### config.mk
export PLATFORM = sky130hd
export DESIGN_NAME = uart_tx_cfg
export DESIGN_NICKNAME = d
export VERILOG_FILES = /design/src/rtl/uart_tx_cfg.sv
export SDC_FILE = /design/constraint.sdc
export NUM_CORES = 1
export LEC_CHECK = 0
export ABC_CLOCK_PERIOD_IN_PS = 4700
export CAP_MARGIN = 20
export CORE_MARGIN = 10
export CORE_UTILIZATION = 35
export CTS_BUF_LIST = sky130_fd_sc_hd__clkbuf_4
export CTS_CLUSTER_SIZE = 14
export DETAILED_ROUTE_END_ITERATION = 10
export PLACE_DENSITY = 0.58
export SYNTH_ARGS = -nofsm -noshare
export SYNTH_HDL_FRONTEND = slang
export SYNTH_SLANG_ARGS = --single-unit
### constraint.sdc
create_clock -name clk -period 4.7 [get_ports clk]
set_input_delay 0.94 -clock clk [delete_from_list [all_inputs] [get_ports clk]]
set_output_delay 0.94 -clock clk [all_outputs]
set_load 0.02 [all_outputs]
### src/rtl/uart_tx_cfg.sv
// Runtime-configurable UART transmitter with an integrated transmit FIFO.
// Every frame latches its own word, width, parity, stop count and divisor when
// it leaves the FIFO, so producers may reconfigure at any time without
// corrupting the frame currently on the wire. Frames run back to back with no
// idle gap, and a break request holds TXD low between frames.
module uart_tx_cfg #(
   parameter int MaxDataBits = 9,
   parameter int FifoDepth   = 8,
   parameter int DivWidth    = 16
) (
   input  logic                         clk,
   input  logic                         rst,
   input  logic [DivWidth-1:0]          cfg_div,
   input  logic [3:0]                   cfg_data_bits,
   input  logic [1:0]                   cfg_parity,
   input  logic                         cfg_stop2,
   input  logic                         tx_break,
   input  logic [MaxDataBits-1:0]       data_in,
   input  logic                         data_in_valid,
   output logic                         data_in_ready,
   output logic                         out_bit,
   output logic                         busy,
   output logic [$clog2(FifoDepth):0]   fifo_level
);

   localparam int AW = $clog2(FifoDepth);
   localparam int LW = AW + 1;

   if (MaxDataBits < 5 || MaxDataBits > 9) begin : g_bad_data_bits
      $error("uart_tx_cfg: MaxDataBits must lie in [5,9]");
   end
   if (FifoDepth < 2 || (FifoDepth & (FifoDepth - 1)) != 0) begin : g_bad_depth
      $error("uart_tx_cfg: FifoDepth must be a power of two and at least 2");
   end

   typedef enum logic [2:0] {IDLE, START, DATA, PARITY, STOP, BREAK} state_t;

   // Out-of-range widths snap to the nearest legal width.
   function automatic logic [3:0] clamp_bits(input logic [3:0] b);
      if (b < 4'd5)                       return 4'd5;
      else if (b > 4'(MaxDataBits))       return 4'(MaxDataBits);
      else                                return b;
   endfunction

   // Parity covers only the configured low n bits; odd mode inverts.
   function automatic logic parity_bit(input logic [MaxDataBits-1:0] w,
                                       input logic [3:0]             n,
                                       input logic                   odd);
      logic [MaxDataBits-1:0] mask;
      mask = ~({MaxDataBits{1'b1}} << n);
      return (^(w & mask)) ^ odd;
   endfunction

   logic [MaxDataBits-1:0] mem [FifoDepth];
   logic [AW-1:0]          wr_ptr, rd_ptr;
   logic                   push, pop, fifo_empty;

   logic [MaxDataBits-1:0] f_word;
   logic [3:0]             f_bits;
   logic                   f_par_en, f_par_odd, f_stop2;
   logic [DivWidth-1:0]    f_div;

   state_t                 state, state_nx;
   logic [DivWidth-1:0]    div_cnt;
   logic [3:0]             bit_idx, bit_idx_nx;
   logic                   stop_cnt, stop_cnt_nx;
   logic                   out_nx;
   logic                   bit_done;
   logic [MaxDataBits-1:0] word_nx_sh;

   assign data_in_ready = (fifo_level != LW'(FifoDepth));
   assign push          = data_in_valid && data_in_ready;
   assign fifo_empty    = (fifo_level == '0);
   assign busy          = (state != IDLE) || !fifo_empty;
   assign bit_done      = (div_cnt == f_div);
   assign word_nx_sh    = f_word >> (bit_idx + 4'd1);

   // FIFO storage: data only, contents are irrelevant once the pointers reset.
   always_ff @(posedge clk) begin
      if (push) mem[wr_ptr] <= data_in;
   end

   // FIFO pointers and occupancy; simultaneous push and pop cancel out.
   always_ff @(posedge clk or posedge rst) begin
      if (rst) begin
         wr_ptr     <= '0;
         rd_ptr     <= '0;
         fifo_level <= '0;
      end else begin
         if (push) wr_ptr <= wr_ptr + 1'b1;
         if (pop)  rd_ptr <= rd_ptr + 1'b1;
         case ({push, pop})
            2'b10:   fifo_level <= fifo_level + 1'b1;
            2'b01:   fifo_level <= fifo_level - 1'b1;
            default: fifo_level <= fifo_level;
         endcase
      end
   end

   // Snapshot the head word and the live configuration as a frame starts.
   always_ff @(posedge clk) begin
      if (pop) begin
         f_word    <= mem[rd_ptr];
         f_bits    <= clamp_bits(cfg_data_bits);
         f_par_en  <= (cfg_parity == 2'b01) || (cfg_parity == 2'b10);
         f_par_odd <= (cfg_parity == 2'b10);
         f_stop2   <= cfg_stop2;
         f_div     <= cfg_div;
      end
   end

   // Frame sequencer: next state, next TXD level and the FIFO pop request.
   always_comb begin
      state_nx    = state;
      out_nx      = out_bit;
      bit_idx_nx  = bit_idx;
      stop_cnt_nx = stop_cnt;
      pop         = 1'b0;
      case (state)
         IDLE: begin
            if (tx_break) begin
               state_nx = BREAK;
               out_nx   = 1'b0;
            end else if (!fifo_empty) begin
               pop      = 1'b1;
               state_nx = START;
               out_nx   = 1'b0;
            end else begin
               out_nx   = 1'b1;
            end
         end
         START: begin
            if (bit_done) begin
               state_nx   = DATA;
               bit_idx_nx = '0;
               out_nx     = f_word[0];
            end
         end
         DATA: begin
            if (bit_done) begin
               if (bit_idx == f_bits - 4'd1) begin
                  if (f_par_en) begin
                     state_nx = PARITY;
                     out_nx   = parity_bit(f_word, f_bits, f_par_odd);
                  end else begin
                     state_nx    = STOP;
                     stop_cnt_nx = 1'b0;
                     out_nx      = 1'b1;
                  end
               end else begin
                  bit_idx_nx = bit_idx + 4'd1;
                  out_nx     = word_nx_sh[0];
               end
            end
         end
         PARITY: begin
            if (bit_done) begin
               state_nx    = STOP;
               stop_cnt_nx = 1'b0;
               out_nx      = 1'b1;
            end
         end
         STOP: begin
            if (bit_done) begin
               if (f_stop2 && !stop_cnt) begin
                  stop_cnt_nx = 1'b1;
               end else if (tx_break) begin
                  state_nx = BREAK;
                  out_nx   = 1'b0;
               end else if (!fifo_empty) begin
                  // Chain straight into the next start bit, no idle cycle.
                  pop      = 1'b1;
                  state_nx = START;
                  out_nx   = 1'b0;
               end else begin
                  state_nx = IDLE;
                  out_nx   = 1'b1;
               end
            end
         end
         BREAK: begin
            if (!tx_break) begin
               state_nx = IDLE;
               out_nx   = 1'b1;
            end else begin
               out_nx   = 1'b0;
            end
         end
         default: begin
            state_nx = IDLE;
            out_nx   = 1'b1;
         end
      endcase
   end

   // Sequencer state and the registered TXD pin.
   always_ff @(posedge clk or posedge rst) begin
      if (rst) begin
         state    <= IDLE;
         out_bit  <= 1'b1;
         bit_idx  <= '0;
         stop_cnt <= 1'b0;
      end else begin
         state    <= state_nx;
         out_bit  <= out_nx;
         bit_idx  <= bit_idx_nx;
         stop_cnt <= stop_cnt_nx;
      end
   end

   // Bit-time divider: restarts on every state entry and every bit boundary.
   always_ff @(posedge clk or posedge rst) begin
      if (rst) begin
         div_cnt <= '0;
      end else if (state_nx != state || bit_done || state == IDLE || state == BREAK) begin
         div_cnt <= '0;
      end else begin
         div_cnt <= div_cnt + 1'b1;
      end
   end

endmodule

# Word level (Yosys, flattened, before mapping)
# Memory sizes are Yosys's and may differ from the RTL's. A register that Yosys moved wholly into a read port is not among the register bits.
# Index checks and enable logic that the tools add are counted.
[totals] memories=1 mem_bits_rw=72 output_inout_bits=7 input_bits=36 elab_cells=116 register_bits=58
[classes] n_reduce_logical=20 n_lt_le_gt_ge=2 shift=2 n_addsub=7 eq_ne=22 bitwise=3 n_mux=45
[memory_table] name="mem" depth=8 width=9 rd=1 rd_ports_with_merged_regs=1 wr=1 line="54" rtl="logic [MaxDataBits-1:0] mem [FifoDepth];"
[op_table] cell="two-way mux 3 bit" count=11
[op_table] cell="two-way mux 1 bit" count=23
[op_table] cell="!= test 2 bit, second input constant" count=9
[op_table] cell="case mux 3 bit (6 select lines)" count=1
[op_table] cell="adder 16 x 1 -> 16 bit, second input constant" count=1
[op_table] cell="equality test 16 bit" count=1
[op_table] cell="two-way mux 16 bit" count=1
[op_table] cell="two-way mux 4 bit" count=4
[op_table] cell="case mux 4 bit (2 select lines)" count=2
[op_table] cell="AND 9 bit" count=1
[op_table] cell="inverter 9 bit" count=1
[op_table] cell="XOR reduction 9 bit" count=1
[op_table] cell="<< shifter 9 x 4 -> 9 bit, first input constant" count=1
[op_table] cell="right shift 9 x 4 -> 1 bit" count=1
[op_table] cell="adder 4 x 1 -> 4 bit, second input constant" count=2
[op_table] cell="subtractor 4 x 1 -> 4 bit, second input constant" count=2
[op_table] cell="AND reduction 7 bit" count=1
[op_table] cell="adder 3 x 1 -> 3 bit, second input constant" count=2
[op_table] cell="equality test 3 x 2 -> 1 bit, second input constant" count=2
[op_table] cell="equality test 3 bit, second input constant" count=2
[op_table] cell="case mux 1 bit (6 select lines)" count=1
[op_table] cell="nonzero test 3 bit" count=2
[op_table] cell="logical OR 1 bit" count=5
[op_table] cell="AND reduction 5 bit" count=1
[op_table] cell="18 further kinds" count=23

# Longest topological paths before layout
[logic_depth] word_depth=11 ltp_mapped=14 ltp_nobuf=13

# Worst setup path before layout
# OpenSTA, ideal clock, no wires.
[synth_timing] path_kind="reg-to-reg" from="register div_cnt[7]" to="register fifo_level[3]" n_path_buf=1 path_stages_with_launch=15 arrival_ns=3.342 path_slack_ns=1.226 synth_period_minus_slack_ns=3.474 required_time_ns=4.568 cell_sequence="dfrtp_1 buf_6 xor2_1 nor4_2 nand4_2 o21ai_2 nand2_2 inv_1 ha_1 ha_1 a21o_1 a21oi_1 xnor2_1 nor2_1 xor2_1"
[synth_between] elab_chain_len=5 elab_cells_between_ends=7 cone_classes="eq/ne: 3; mux: 3; reduce/logical: 1"
[synth_lines] item="from (decl)" line="64" rtl="logic [DivWidth-1:0] div_cnt;"
[synth_lines] item="from (signal assigned)" line="218" rtl="div_cnt <= div_cnt + 1'b1;"
[synth_lines] item="equality test 16 bit (*)" line="75" rtl="assign bit_done = (div_cnt == f_div);"
[synth_lines] item="two-way mux 1 bit (*)" line="164" rtl="if (bit_done) begin"
[synth_lines] item="case mux 1 bit (2 select lines) (*)" line="119" rtl="case (state)"
[synth_lines] item="named net pop" line="56" rtl="logic push, pop, fifo_empty;"
[synth_lines] item="equality test 2 x 1 -> 1 bit or equality test 2 bit (tied branches)" line="92" rtl="case ({push, pop})"
[synth_lines] item="case mux 4 bit (2 select lines) or nonzero test 2 bit (tied branches)"
[synth_lines] item="to (signal assigned)" line="93" rtl="2'b10: fifo_level <= fifo_level + 1'b1;"
[synth_lines] item="to (signal assigned)" line="94" rtl="2'b01: fifo_level <= fifo_level - 1'b1;"
[synth_lines] item="to (signal assigned)" line="95" rtl="default: fifo_level <= fifo_level;"
[synth_lines] item="to (decl)" line="23" rtl="output logic [$clog2(FifoDepth):0] fifo_level"
# Mark *: on every way through the listed nets, which the timed path passes. The rest lies on a longest branch.
# A chain may end at the register's enable or synchronous reset.

# Final worst setup path
[layout_timing] from="register fifo_level[0]" to="output busy"
[layout_between] elab_chain_len=3
[layout_lines] item="zero test 4 bit" line="73" rtl="assign fifo_empty = (fifo_level == '0);"
[layout_lines] item="zero test 1 bit"
[layout_lines] item="logical OR 1 bit" line="74" rtl="assign busy = (state != IDLE) || !fifo_empty;"
[layout_lines] item="to (decl)" line="22" rtl="output logic busy,"
# No other way between the ends.

==> results.md <==
* Achievable frequency at 290 MHz
* Slew Limit Fails at 0
* Part of the total power dissipated in sequential elements at 0.563
* Share of flip-flops with an asynchronous set or reset after synthesis at 0.252
* Most used flip-flop cell after synthesis: edfxtp_1
* Worst setup startpoint: fifo_level[0]
* Data arrival time of the critical path at around 2.5 ns
* Iteration-0 DRC count of the detailed router at about 240
* Ordered cell list for the critical path: nor4_1 -> nand3_1 -> clkdlybuf4s50_1
* Vias in the first global route at approximately 3700
* Number of setup violations in the final report at 0
* Clock-pin slew of the registers on the worst-case setup and hold paths at 0.14 ns
* Number of sinks driven by the clock tree at around 140
* Headroom to the max-slew limit at 0.315
* Avg WL per Cell at 17.0 um
* Total of fill cells in the finished design at 1578
* Post-route DRC at 0
* Number of antenna violations at the first check in global routing at 1
* Die Wd at 153 um
* Post-route clock skew at 0.0192 ns
* Effective utilization at floorplan at 0.358
* Cell leakage power at 2.57 nW
* P per Cell Area at 373 mW/mm2
* Kind of cell with the highest combined delay on the critical path: simple AND/OR/NAND/NOR gates
* Die height at around 150 um
* Final total negative setup slack at 0 ns
* Total routing usage reported by global routing at 0.104
* CTS Buffer Depth at 2
* Startpoint Class: register
* Post-Layout Inst Area at 0.00719 mm2
* Worst hold path startpoint: stop_cnt
* Number of warning messages in the yosys log at 0
* Gpl congestion at 0.821
* Maximum number of pins on one net before global-route repair at 33
* Type of the worst min-delay path: reg -> reg
* First-pass iteration count of the detailed router at 4
* Hold violation count in the final report at 0
* Design internal power at 0.00193 W
* Remaining Overflow, GRT at 0
* IO Port Bufs at 42
* Count of antenna-violating nets left after detailed routing at 0
* First-pass GRT wire length at 19.3 mm
* Number of hold buffers added after CTS at 0
* Fraction of layout cells with a size suffix above 1 at 0.156
* Final HPWL DP at 8.28 mm
* Minimum clock period at roughly 3.4 ns
* CP Buf/Inv Count at 1
* Final cell count without fillers at 712
* Setup repair bufs after CTS at 0
* Placeable core region at roughly 0.017 mm2
* Proportion of total power due to net switching at 0.278
* Clock tree from TritonCTS: yes
* Final layout net count at 522
* Number of enable-type register cells in the synthesized netlist at between 100 and 150
* Worst hold slack at 0.527 ns
* Clk pwr share at 0.312
* Cell area after placement at 0.00688 mm2
* Inserted Clock Buffers at 17
* Post-CTS resize count at 0
* Highest fanout seen on the critical path at 6
* Total vias in the final route at 3512
* Share of power burned in combinational logic at 0.125
* Net switching power at 0.000747 W
* Gate count after technology mapping at 422
* Post-synthesis register bit count at 139
* Number of I/O pins at 43
* Max H-tree Level at 4
* Total die area at 0.0235 mm2
* Worst-skew pair later-pin latency at roughly 0.55 ns
* Root Buffer Master: clkbuf_4
* Mapped Nets at around 470
* Beginning of the worst register-to-register path: div_cnt[0]
* Cell total after placement at 679
* Mapped cell area at 0.00621 mm2
* Synthesized area per cell at 14.7 um2
* Sort of element at the end of the critical path: output pin
* Overall power of the completed layout at 0.00268 W
* Number of unique standard cell types used by synthesis at 53
* Max-cap violations at 0
* Layout-stage area growth over the synthesis result at 15.8%
* Unrepaired setup endpoints after global routing: no
* Tcrit/Tclk final at 0.733
* Worst Tran Pin Value at 1.02 ns
* Number of placement rows at 48
* Total Wirelength at 12.1 mm
* Slowest cell on the critical path: nor4_1
* Sequential element share of the synthesized area at 0.644
* Required time of the worst setup path at 3.76 ns
* Vias per std cell at 4.93
* Critical path class: reg -> out
* Longest individual stage delay on the worst path at slightly above 0.7 ns
* Run status: finished, final reports clean
* Max IR drop VDD at between 300 and 400 uV
## sequential cells by signal (all words and copies together) (netlist names), 3 cells and up
signal / flops
bit_idx: 4
div_cnt: 16
f_bits: 4
f_div: 16
f_word: 9
fifo_level: 4
mem: 72
rd_ptr: 3
state: 3
wr_ptr: 3
## path summary, 6_finish.rpt
kind                       depth (start not counted)  slack [ns]       endpoint
max                                                3        1.25           busy
min in group asynchronous                          2        0.63  fifo_level[3]
min reg2reg                                        2        0.53       stop_cnt
max reg2reg                                       13        1.58  fifo_level[3]
min                                                2        0.53       stop_cnt
max in group asynchronous                          3        3.35        out_bit
## power groups by stage
stage | registers [W] | logic [W] | clock network (W)
after global routing | 0.00153 | 0.000371 | 0.000914
after detailed placement | 0.00154 | 0.000344 | 0
after global placement | 0.00153 | 0.000332 | 0
after CTS | 0.00151 | 0.000345 | 0.000859
final | 0.00151 | 0.000335 | 0.000836
after floorplan | 0.00154 | 0.000176 | 0
## per-layer routing
layer  vias up  routed length [um]  GRT usage
li1       1679                   -          -
met5         -                   0          0
met2        54                6130      0.174
met3        13                 428     0.0303
met4         0                 146     0.0377
met1      1766                5420      0.124
## cell usage in the layout (no fill, tap or decap), types with 3 or more instances in the layout
cell type | Yosys | layout
a21o_1 | 3 | 3
a21oi_1 | 5 | 5
and3_1 | 6 | 6
and4_1 | 3 | 3
buf_4 | 0 | 4
clkbuf_4 | 0 | 17
clkdlybuf4s50_1 | 0 | 42
dfrtp_1 | 34 | 34
edfxtp_1 | 104 | 104
ha_1 | 12 | 12
inv_1 | 16 | 16
inv_6 | 0 | 3
inv_8 | 0 | 4
mux2_2 | 10 | 10
mux2i_1 | 5 | 5
mux4_2 | 19 | 19
nand2_1 | 19 | 19
nand2b_1 | 4 | 4
nand3_1 | 22 | 22
nand4_1 | 4 | 4
nor2_1 | 35 | 35
nor2b_1 | 3 | 3
nor3_1 | 6 | 5
nor4_1 | 3 | 3
nor4_2 | 4 | 4
o211ai_1 | 3 | 3
o21ai_0 | 7 | 7
o21ai_1 | 4 | 4
xnor2_1 | 18 | 18
xor2_1 | 32 | 32
## logic make-up after synthesis
logic type | Yosys count | synth area share
mux | 36 | 0.0993
buf+inv | 30 | 0.0205
compound gates | 37 | 0.0407
fa+ha+maj | 14 | 0.0290
flops | 139 | 0.644
simple gates | 116 | 0.0963
xor+xnor | 50 | 0.0705
## cell usage after synthesis (all sizes together) (7+ instances only)
| cell | n | area [um2] |
|---|---|---|
| mux4 | 19 | 428 |
| xor2 | 32 | 280 |
| ha | 12 | 150 |
| o21ai | 12 | 63.8 |
| nand2 | 20 | 77.6 |
| mux2 | 12 | 139 |
| nor4 | 7 | 68.8 |
| dfrtp | 34 | 851 |
| nor2 | 35 | 131 |
| xnor2 | 18 | 158 |
| edfxtp | 104 | 3120 |
| inv | 16 | 60.1 |
| buf | 9 | 48.8 |
| nand3 | 22 | 110 |
## cell type report
| class | instances | area [um2] | share of cell area |
|---|---|---|---|
| diodes | 1 | 2.50 | 0.000348 |
| clock buffers | 17 | 128 | 0.0177 |
| clock inverters | 15 | 181 | 0.0252 |
| inverters | 16 | 60.1 | 0.00835 |
| multi-input cells | 253 | 2090 | 0.291 |
| flip-flops and latches | 139 | 4000 | 0.556 |
| well taps | 225 | 282 | 0.0391 |
| repair buffers | 46 | 450 | 0.0626 |
## metrics by stage
| stage | util | worst slack (ns) |
|---|---|---|
| after floorplan | - | 1.23 |
| after global placement | 0.397 | 1.35 |
| after detailed placement | 0.397 | 1.33 |
| after CTS | 0.414 | 1.14 |
| after global routing | 0.415 | 1.10 |
| final | 0.415 | 1.25 |
## worst min-delay path, stage by stage (launching register included)
cell and delay (ns):
dfrtp_1 0.38, a41oi_1 0.05, nor2_1 0.08
No activity file was read; power rests on OpenSTA's default activity.
